--- config.mk ---
export PLATFORM = sky130hd
export DESIGN_NAME = gpu_draw_scheduler
export DESIGN_NICKNAME = d
export VERILOG_FILES = /design/src/rtl/gpu_sched_pkg.sv /design/src/rtl/gpu_instr_fifo.sv /design/src/rtl/gpu_draw_scheduler.sv
export SDC_FILE = /design/constraint.sdc
export NUM_CORES = 1
export LEC_CHECK = 0
export ABC_AREA = 1
export CAP_MARGIN = 20
export CELL_PAD_IN_SITES_DETAIL_PLACEMENT = 1
export CELL_PAD_IN_SITES_GLOBAL_PLACEMENT = 1
export CORE_MARGIN = 4
export CORE_UTILIZATION = 47
export DETAILED_ROUTE_END_ITERATION = 7
export MAX_ROUTING_LAYER = met4
export PLACE_DENSITY = 0.85
export SYNTH_ARGS = -nofsm -noshare
export SYNTH_HDL_FRONTEND = slang
export SYNTH_SLANG_ARGS = --single-unit
export TNS_END_PERCENT = 50
--- constraint.sdc ---
create_clock -name clk -period 4 [get_ports clk]
set_clock_uncertainty 0.2 [all_clocks]
set_input_delay 0.8 -clock clk [delete_from_list [all_inputs] [get_ports clk]]
set_output_delay 0.8 -clock clk [all_outputs]
set_load 0.05 [all_outputs]
--- src/rtl/gpu_sched_pkg.sv ---
// Shared types for the draw scheduler: opcode values, FSM states and the
// instruction record that travels from the decoder through the FIFO to the
// raster engine.
package gpu_sched_pkg;

  localparam int WIDTH_BITS   = 10;
  localparam int HEIGHT_BITS  = 9;
  localparam int CHANNEL_BITS = 8;

  localparam logic [3:0] OP_LINE   = 4'b0100;
  localparam logic [3:0] OP_RECT   = 4'b0101;
  localparam logic [3:0] OP_CIRCLE = 4'b0110;
  localparam logic [3:0] OP_ARC    = 4'b0111;
  localparam logic [3:0] OP_CLEAR  = 4'b1000;

  typedef enum logic [1:0] {
    ST_IDLE  = 2'd0,
    ST_ISSUE = 2'd1,
    ST_WAIT  = 2'd2
  } state_e;

  typedef struct packed {
    logic [3:0]              opcode;
    logic [WIDTH_BITS-1:0]   x1;
    logic [HEIGHT_BITS-1:0]  y1;
    logic [WIDTH_BITS-1:0]   x2;
    logic [HEIGHT_BITS-1:0]  y2;
    logic [WIDTH_BITS-1:0]   rad;
    logic [2:0]              oct;
    logic [CHANNEL_BITS-1:0] r;
    logic [CHANNEL_BITS-1:0] g;
    logic [CHANNEL_BITS-1:0] b;
  } instr_t;

  // The engine only understands the contiguous opcode range line..clear.
  function automatic logic is_legal_op(input logic [3:0] op);
    return (op >= OP_LINE) && (op <= OP_CLEAR);
  endfunction

endpackage

--- src/rtl/gpu_instr_fifo.sv ---
// Small show-ahead FIFO of draw instructions. A push into a full FIFO is
// still taken when the head is popped in the same cycle; flush discards
// everything, including a push or pop in that cycle.
module gpu_instr_fifo
  import gpu_sched_pkg::*;
#(
  parameter type T     = instr_t,
  parameter int  DEPTH = 4
) (
  input  logic clk,
  input  logic n_rst,
  input  logic push_i,
  input  logic pop_i,
  input  logic flush_i,
  input  T     din_i,
  output T     dout_o,
  output logic full_o,
  output logic empty_o
);

  localparam int AW = $clog2(DEPTH);

  T              mem_q [DEPTH];
  logic [AW-1:0] wr_ptr_q;
  logic [AW-1:0] rd_ptr_q;
  logic [AW:0]   count_q;
  logic          do_push;
  logic          do_pop;

  assign empty_o = (count_q == '0);
  assign full_o  = (count_q == (AW+1)'(DEPTH));
  assign do_pop  = pop_i && !empty_o && !flush_i;
  assign do_push = push_i && !flush_i && (!full_o || do_pop);
  assign dout_o  = mem_q[rd_ptr_q];

  // Storage, pointers (wrapping naturally at DEPTH) and occupancy count.
  always_ff @(posedge clk or negedge n_rst) begin
    if (!n_rst) begin
      for (int i = 0; i < DEPTH; i++) mem_q[i] <= '0;
      wr_ptr_q <= '0;
      rd_ptr_q <= '0;
      count_q  <= '0;
    end else if (flush_i) begin
      wr_ptr_q <= '0;
      rd_ptr_q <= '0;
      count_q  <= '0;
    end else begin
      if (do_push) begin
        mem_q[wr_ptr_q] <= din_i;
        wr_ptr_q        <= wr_ptr_q + AW'(1);
      end
      if (do_pop) rd_ptr_q <= rd_ptr_q + AW'(1);
      case ({do_push, do_pop})
        2'b10:   count_q <= count_q + (AW+1)'(1);
        2'b01:   count_q <= count_q - (AW+1)'(1);
        default: count_q <= count_q;
      endcase
    end
  end

endmodule

--- src/rtl/gpu_draw_scheduler.sv ---
// Queues decoded draw instructions and hands them to the raster engine one at
// a time over a start/done handshake, with a watchdog and sticky host flags.
module gpu_draw_scheduler
  import gpu_sched_pkg::*;
#(
  parameter int FIFO_DEPTH  = 4,
  parameter int TIMEOUT_CYC = 65535
) (
  input  logic                    clk,
  input  logic                    n_rst,
  input  logic                    push_i,
  input  logic [3:0]              opcode_i,
  input  logic [WIDTH_BITS-1:0]   x1_i,
  input  logic [HEIGHT_BITS-1:0]  y1_i,
  input  logic [WIDTH_BITS-1:0]   x2_i,
  input  logic [HEIGHT_BITS-1:0]  y2_i,
  input  logic [WIDTH_BITS-1:0]   rad_i,
  input  logic [2:0]              oct_i,
  input  logic [CHANNEL_BITS-1:0] r_i,
  input  logic [CHANNEL_BITS-1:0] g_i,
  input  logic [CHANNEL_BITS-1:0] b_i,
  input  logic                    flush_i,
  input  logic                    clr_status_i,
  input  logic                    done_i,
  output logic                    start_o,
  output logic [3:0]              opcode_o,
  output logic [WIDTH_BITS-1:0]   x1_o,
  output logic [HEIGHT_BITS-1:0]  y1_o,
  output logic [WIDTH_BITS-1:0]   x2_o,
  output logic [HEIGHT_BITS-1:0]  y2_o,
  output logic [WIDTH_BITS-1:0]   rad_o,
  output logic [2:0]              oct_o,
  output logic [CHANNEL_BITS-1:0] r_o,
  output logic [CHANNEL_BITS-1:0] g_o,
  output logic [CHANNEL_BITS-1:0] b_o,
  output logic                    busy_o,
  output logic                    idle_o,
  output logic                    full_o,
  output logic                    overflow_o,
  output logic                    bad_op_o,
  output logic                    timeout_o
);

  localparam int WD_BITS = (TIMEOUT_CYC > 1) ? $clog2(TIMEOUT_CYC) : 1;

  state_e             state_q;
  instr_t             instr_q;
  instr_t             push_instr;
  instr_t             head;
  logic               start_q;
  logic [WD_BITS-1:0] wdog_q;
  logic               overflow_q, overflow_d;
  logic               bad_op_q, bad_op_d;
  logic               timeout_q, timeout_d;
  logic               fifo_full, fifo_empty;
  logic               pop;
  logic               wdog_expired;

  assign push_instr = '{opcode: opcode_i, x1: x1_i, y1: y1_i, x2: x2_i, y2: y2_i,
                        rad: rad_i, oct: oct_i, r: r_i, g: g_i, b: b_i};

  gpu_instr_fifo #(
    .T     (instr_t),
    .DEPTH (FIFO_DEPTH)
  ) u_fifo (
    .clk     (clk),
    .n_rst   (n_rst),
    .push_i  (push_i),
    .pop_i   (pop),
    .flush_i (flush_i),
    .din_i   (push_instr),
    .dout_o  (head),
    .full_o  (fifo_full),
    .empty_o (fifo_empty)
  );

  // Only IDLE consumes the FIFO head; a flush in the same cycle discards it instead.
  assign pop = (state_q == ST_IDLE) && !fifo_empty && !flush_i;

  // The counter holds cycles spent in WAIT; the last allowed cycle aborts unless done arrives.
  assign wdog_expired = (TIMEOUT_CYC != 0) && (state_q == ST_WAIT) && !done_i &&
                        (wdog_q == WD_BITS'(TIMEOUT_CYC - 1));

  // Sticky flags: a new event in the clearing cycle keeps the flag set.
  assign overflow_d = (push_i && !flush_i && fifo_full && !pop) || (overflow_q && !clr_status_i);
  assign bad_op_d   = (pop && !is_legal_op(head.opcode)) || (bad_op_q && !clr_status_i);
  assign timeout_d  = wdog_expired || (timeout_q && !clr_status_i);

  // Dispatch FSM with the registered start strobe, instruction fields and watchdog.
  always_ff @(posedge clk or negedge n_rst) begin
    if (!n_rst) begin
      state_q <= ST_IDLE;
      instr_q <= '0;
      start_q <= 1'b0;
      wdog_q  <= '0;
    end else begin
      start_q <= 1'b0;
      case (state_q)
        ST_IDLE: begin
          if (pop && is_legal_op(head.opcode)) begin
            instr_q <= head;
            start_q <= 1'b1;
            state_q <= ST_ISSUE;
          end
        end
        ST_ISSUE: begin
          wdog_q  <= '0;
          state_q <= done_i ? ST_IDLE : ST_WAIT;
        end
        ST_WAIT: begin
          if (done_i || wdog_expired) state_q <= ST_IDLE;
          else                        wdog_q  <= wdog_q + WD_BITS'(1);
        end
        default: state_q <= ST_IDLE;
      endcase
    end
  end

  // Host-visible sticky status registers.
  always_ff @(posedge clk or negedge n_rst) begin
    if (!n_rst) begin
      overflow_q <= 1'b0;
      bad_op_q   <= 1'b0;
      timeout_q  <= 1'b0;
    end else begin
      overflow_q <= overflow_d;
      bad_op_q   <= bad_op_d;
      timeout_q  <= timeout_d;
    end
  end

  assign start_o    = start_q;
  assign opcode_o   = instr_q.opcode;
  assign x1_o       = instr_q.x1;
  assign y1_o       = instr_q.y1;
  assign x2_o       = instr_q.x2;
  assign y2_o       = instr_q.y2;
  assign rad_o      = instr_q.rad;
  assign oct_o      = instr_q.oct;
  assign r_o        = instr_q.r;
  assign g_o        = instr_q.g;
  assign b_o        = instr_q.b;
  assign busy_o     = (state_q != ST_IDLE);
  assign idle_o     = fifo_empty && (state_q == ST_IDLE);
  assign full_o     = fifo_full;
  assign overflow_o = overflow_q;
  assign bad_op_o   = bad_op_q;
  assign timeout_o  = timeout_q;

endmodule
==> reports/qor.csv <==
metric;value;unit
largest net degree at the start of global routing;101;
Worst EP required;3.00;ns
worst reg2reg path endpoint;b_o[0];
Die ar.;42700;um^2
Setup Total Neg Slack;0;ns
met2 track demand over resource;47.5;%
Post-CTS Resized;0;
Die H;207;um
GRT Overall Usage;27.4;%
final core occ;56.8;%
First-pass DRT Iterations;5;
CP arrival;2.27;ns
number of global-route vias before repair;17200;
synthesis-stage register bit count;424;
hpwl dp;34000;um
Vias per Instance;5.70;
Syn Area/Cell;8.62;um^2
share of layout cells above drive strength 1;5.45;%
max-cap viol count;0;
Die Width;207;um
first-pass GRT wire length;91600;um
failing checks;hold timing;
postcts setup bufs;0;
worst vdd ir;0.357;mV
fin crit share;81.7;%
hold buffer count at cts;0;
Reg clk slew, reported paths;0.06;ns
Synth Flop Type;dfrtp_1;
P_leak;0.0104;uW
max-slew headroom at the worst pin;31.3;%
Post-Syn Area;18500;um^2
Fin. Hold Viols;5;
Slew Viols, Final;0;
WL per Instance;20.2;um
status;finished with violations;
crit path kind;flip-flop to output pin;
number of flops mapped to enable cells by yosys;0;
hold crit path type;input port to asynchronous set/reset pin;
asr flop ratio synth;100;%
synth-to-layout area growth;19.0;%
H-tree Lvls;2;
Worst R2R Path Depth;10;
RSZ-0062 raised after global routing;no;
Max Root-Sink Buffers;3;
Slew @ Worst Pin;1.03;ns
CP Launch Type;flip-flop;
syn nets;2242;
leading cell type in the layout, fill and taps excluded;nand2_1;
Initial Util;47.7;%
CP endpoint kind;output pin;
1st-iter DRT viols;1165;
Port-buffer cells;170;
antenna-violating nets left;0;
f_max;0.306;GHz
wirelength, routed;56400;um
gr busiest metal;met2;
Placement Rows;72;
met1 Use GR;33.6;%
Hold WS;-0.00729;ns
Yosys cell types;32;
IO Count;171;
DRC viols;0;
CP Max Fanout;4;
pwr dens;878;nW/um^2
Root Buffer Master;clkbuf_16;
Clock Sinks;424;
Worst-Skew Late Latency;0.58;ns
commonest cells after routing, fill and taps aside;487 x nand2_1, 422 x dfrtp_1, 249 x o21ai_1;
core area;38800;um^2
initial antenna violation count;0;
CTS tree;built;
cells after synthesis;2150;
Warnings, synthesis;0;
grt met3 use;3.20;%
Reg2Reg Setup Slack;0.79;ns
register area share after synthesis;57.2;%
Tmin final;3.27;ns
setup violators final;0;
routability congestion estimate;0.822;
Layout Nets;2333;
Vias;15900;
FF-to-FF Start;u_fifo.rd_ptr_q[0];
grt ovf;0;
total CTS buffers;46;
fillers;4467;
# diodes;0;
==> area by class of cell <==
| type | count | area [um^2] | share of cell area (%) |
|---|---|---|---|
| clock buffer | 73 | 1390 | 6.32 |
| clock inverter | 10 | 126 | 0.573 |
| inverter | 119 | 453 | 2.05 |
| multi-input combinational | 1453 | 6760 | 30.7 |
| sequential | 424 | 10600 | 48.1 |
| tap | 518 | 648 | 2.94 |
| timing repair buffer | 197 | 2060 | 9.34 |
==> per-layer routing <==
metal	wire, um	vias up
met5	0	-
li1	-	7334
met3	2210	116
met1	23500	8102
met2	29100	363
met4	1690	0
==> how the worst max path moves through the flow <==
stage	slack (ns)	start	end
global route	0.65	state_q[1]	idle_o
detailed placement	0.77	flush_i	u_fifo.mem_q[303]
floorplan	1.47	state_q[1]	idle_o
global placement	0.87	flush_i	u_fifo.mem_q[286]
finish	0.73	u_fifo.count_q[1]	full_o
CTS	0.69	u_fifo.count_q[1]	full_o
==> per-stage QoR <==
stage	cell area [um^2]	setup WS [ns]	instances	power (uW)
floorplan	18500	1.47	2150	12400
global placement	20500	0.874	2711	14500
detailed placement	20500	0.774	2711	15000
CTS	22100	0.694	2794	19500
global route	22100	0.646	2794	20600
finish	22100	0.731	2794	19400
==> cell families (layout without fill, tap and decap cells) <==
logic type | Yosys count | in the layout | synth area share (%)
adder cells (fa/ha/maj) | 7 | 7 | 0.513
XOR/XNOR | 5 | 5 | 0.236
AND/OR/NAND/NOR | 873 | 873 | 19.4
buffers and inverters | 273 | 399 | 6.72
flip-flops | 424 | 424 | 57.2
AO/OA/AOI/OAI | 568 | 568 | 15.9
==> sequential cells by signal, summed over array words and instances, names as in the netlist, 3 cells and up <==
signal and flops:
u_fifo.mem_q 316, wdog_q 16, rad_o 10, x1_o 10, x2_o 10, y1_o 9
y2_o 9, b_o 8, g_o 8, r_o 8, opcode_o 4, oct_o 3
u_fifo.count_q 3
==> critical path: stages (launching register included) <==
cell and delay [ns]:
dfrtp_1 0.44, nor3_2 0.35, clkdlybuf4s50_1 0.91
==> power by group <==
part           internal (uW)  switching [uW]  leakage (uW)
registers               6110            1120       0.00544
logic                   2510            5330       0.00424
clock network           2520            1760      0.000748
total                  11100            8210        0.0104
==> Yosys cell counts, drive strengths merged, types with 4 or more instances <==
library cell / instances / area share [%]
a21oi: 4 / 0.11
inv: 118 / 2.4
nand3: 186 / 5.1
o22ai: 76 / 2.6
o21ai: 484 / 13
ha: 6 / 0.40
nand4: 10 / 0.34
buf: 95 / 3.1
nor2: 178 / 3.6
nand2: 494 / 10
xor2: 5 / 0.24
clkbuf: 59 / 1.2
dfrtp: 424 / 57
No activity file was read; power rests on OpenSTA's default activity.
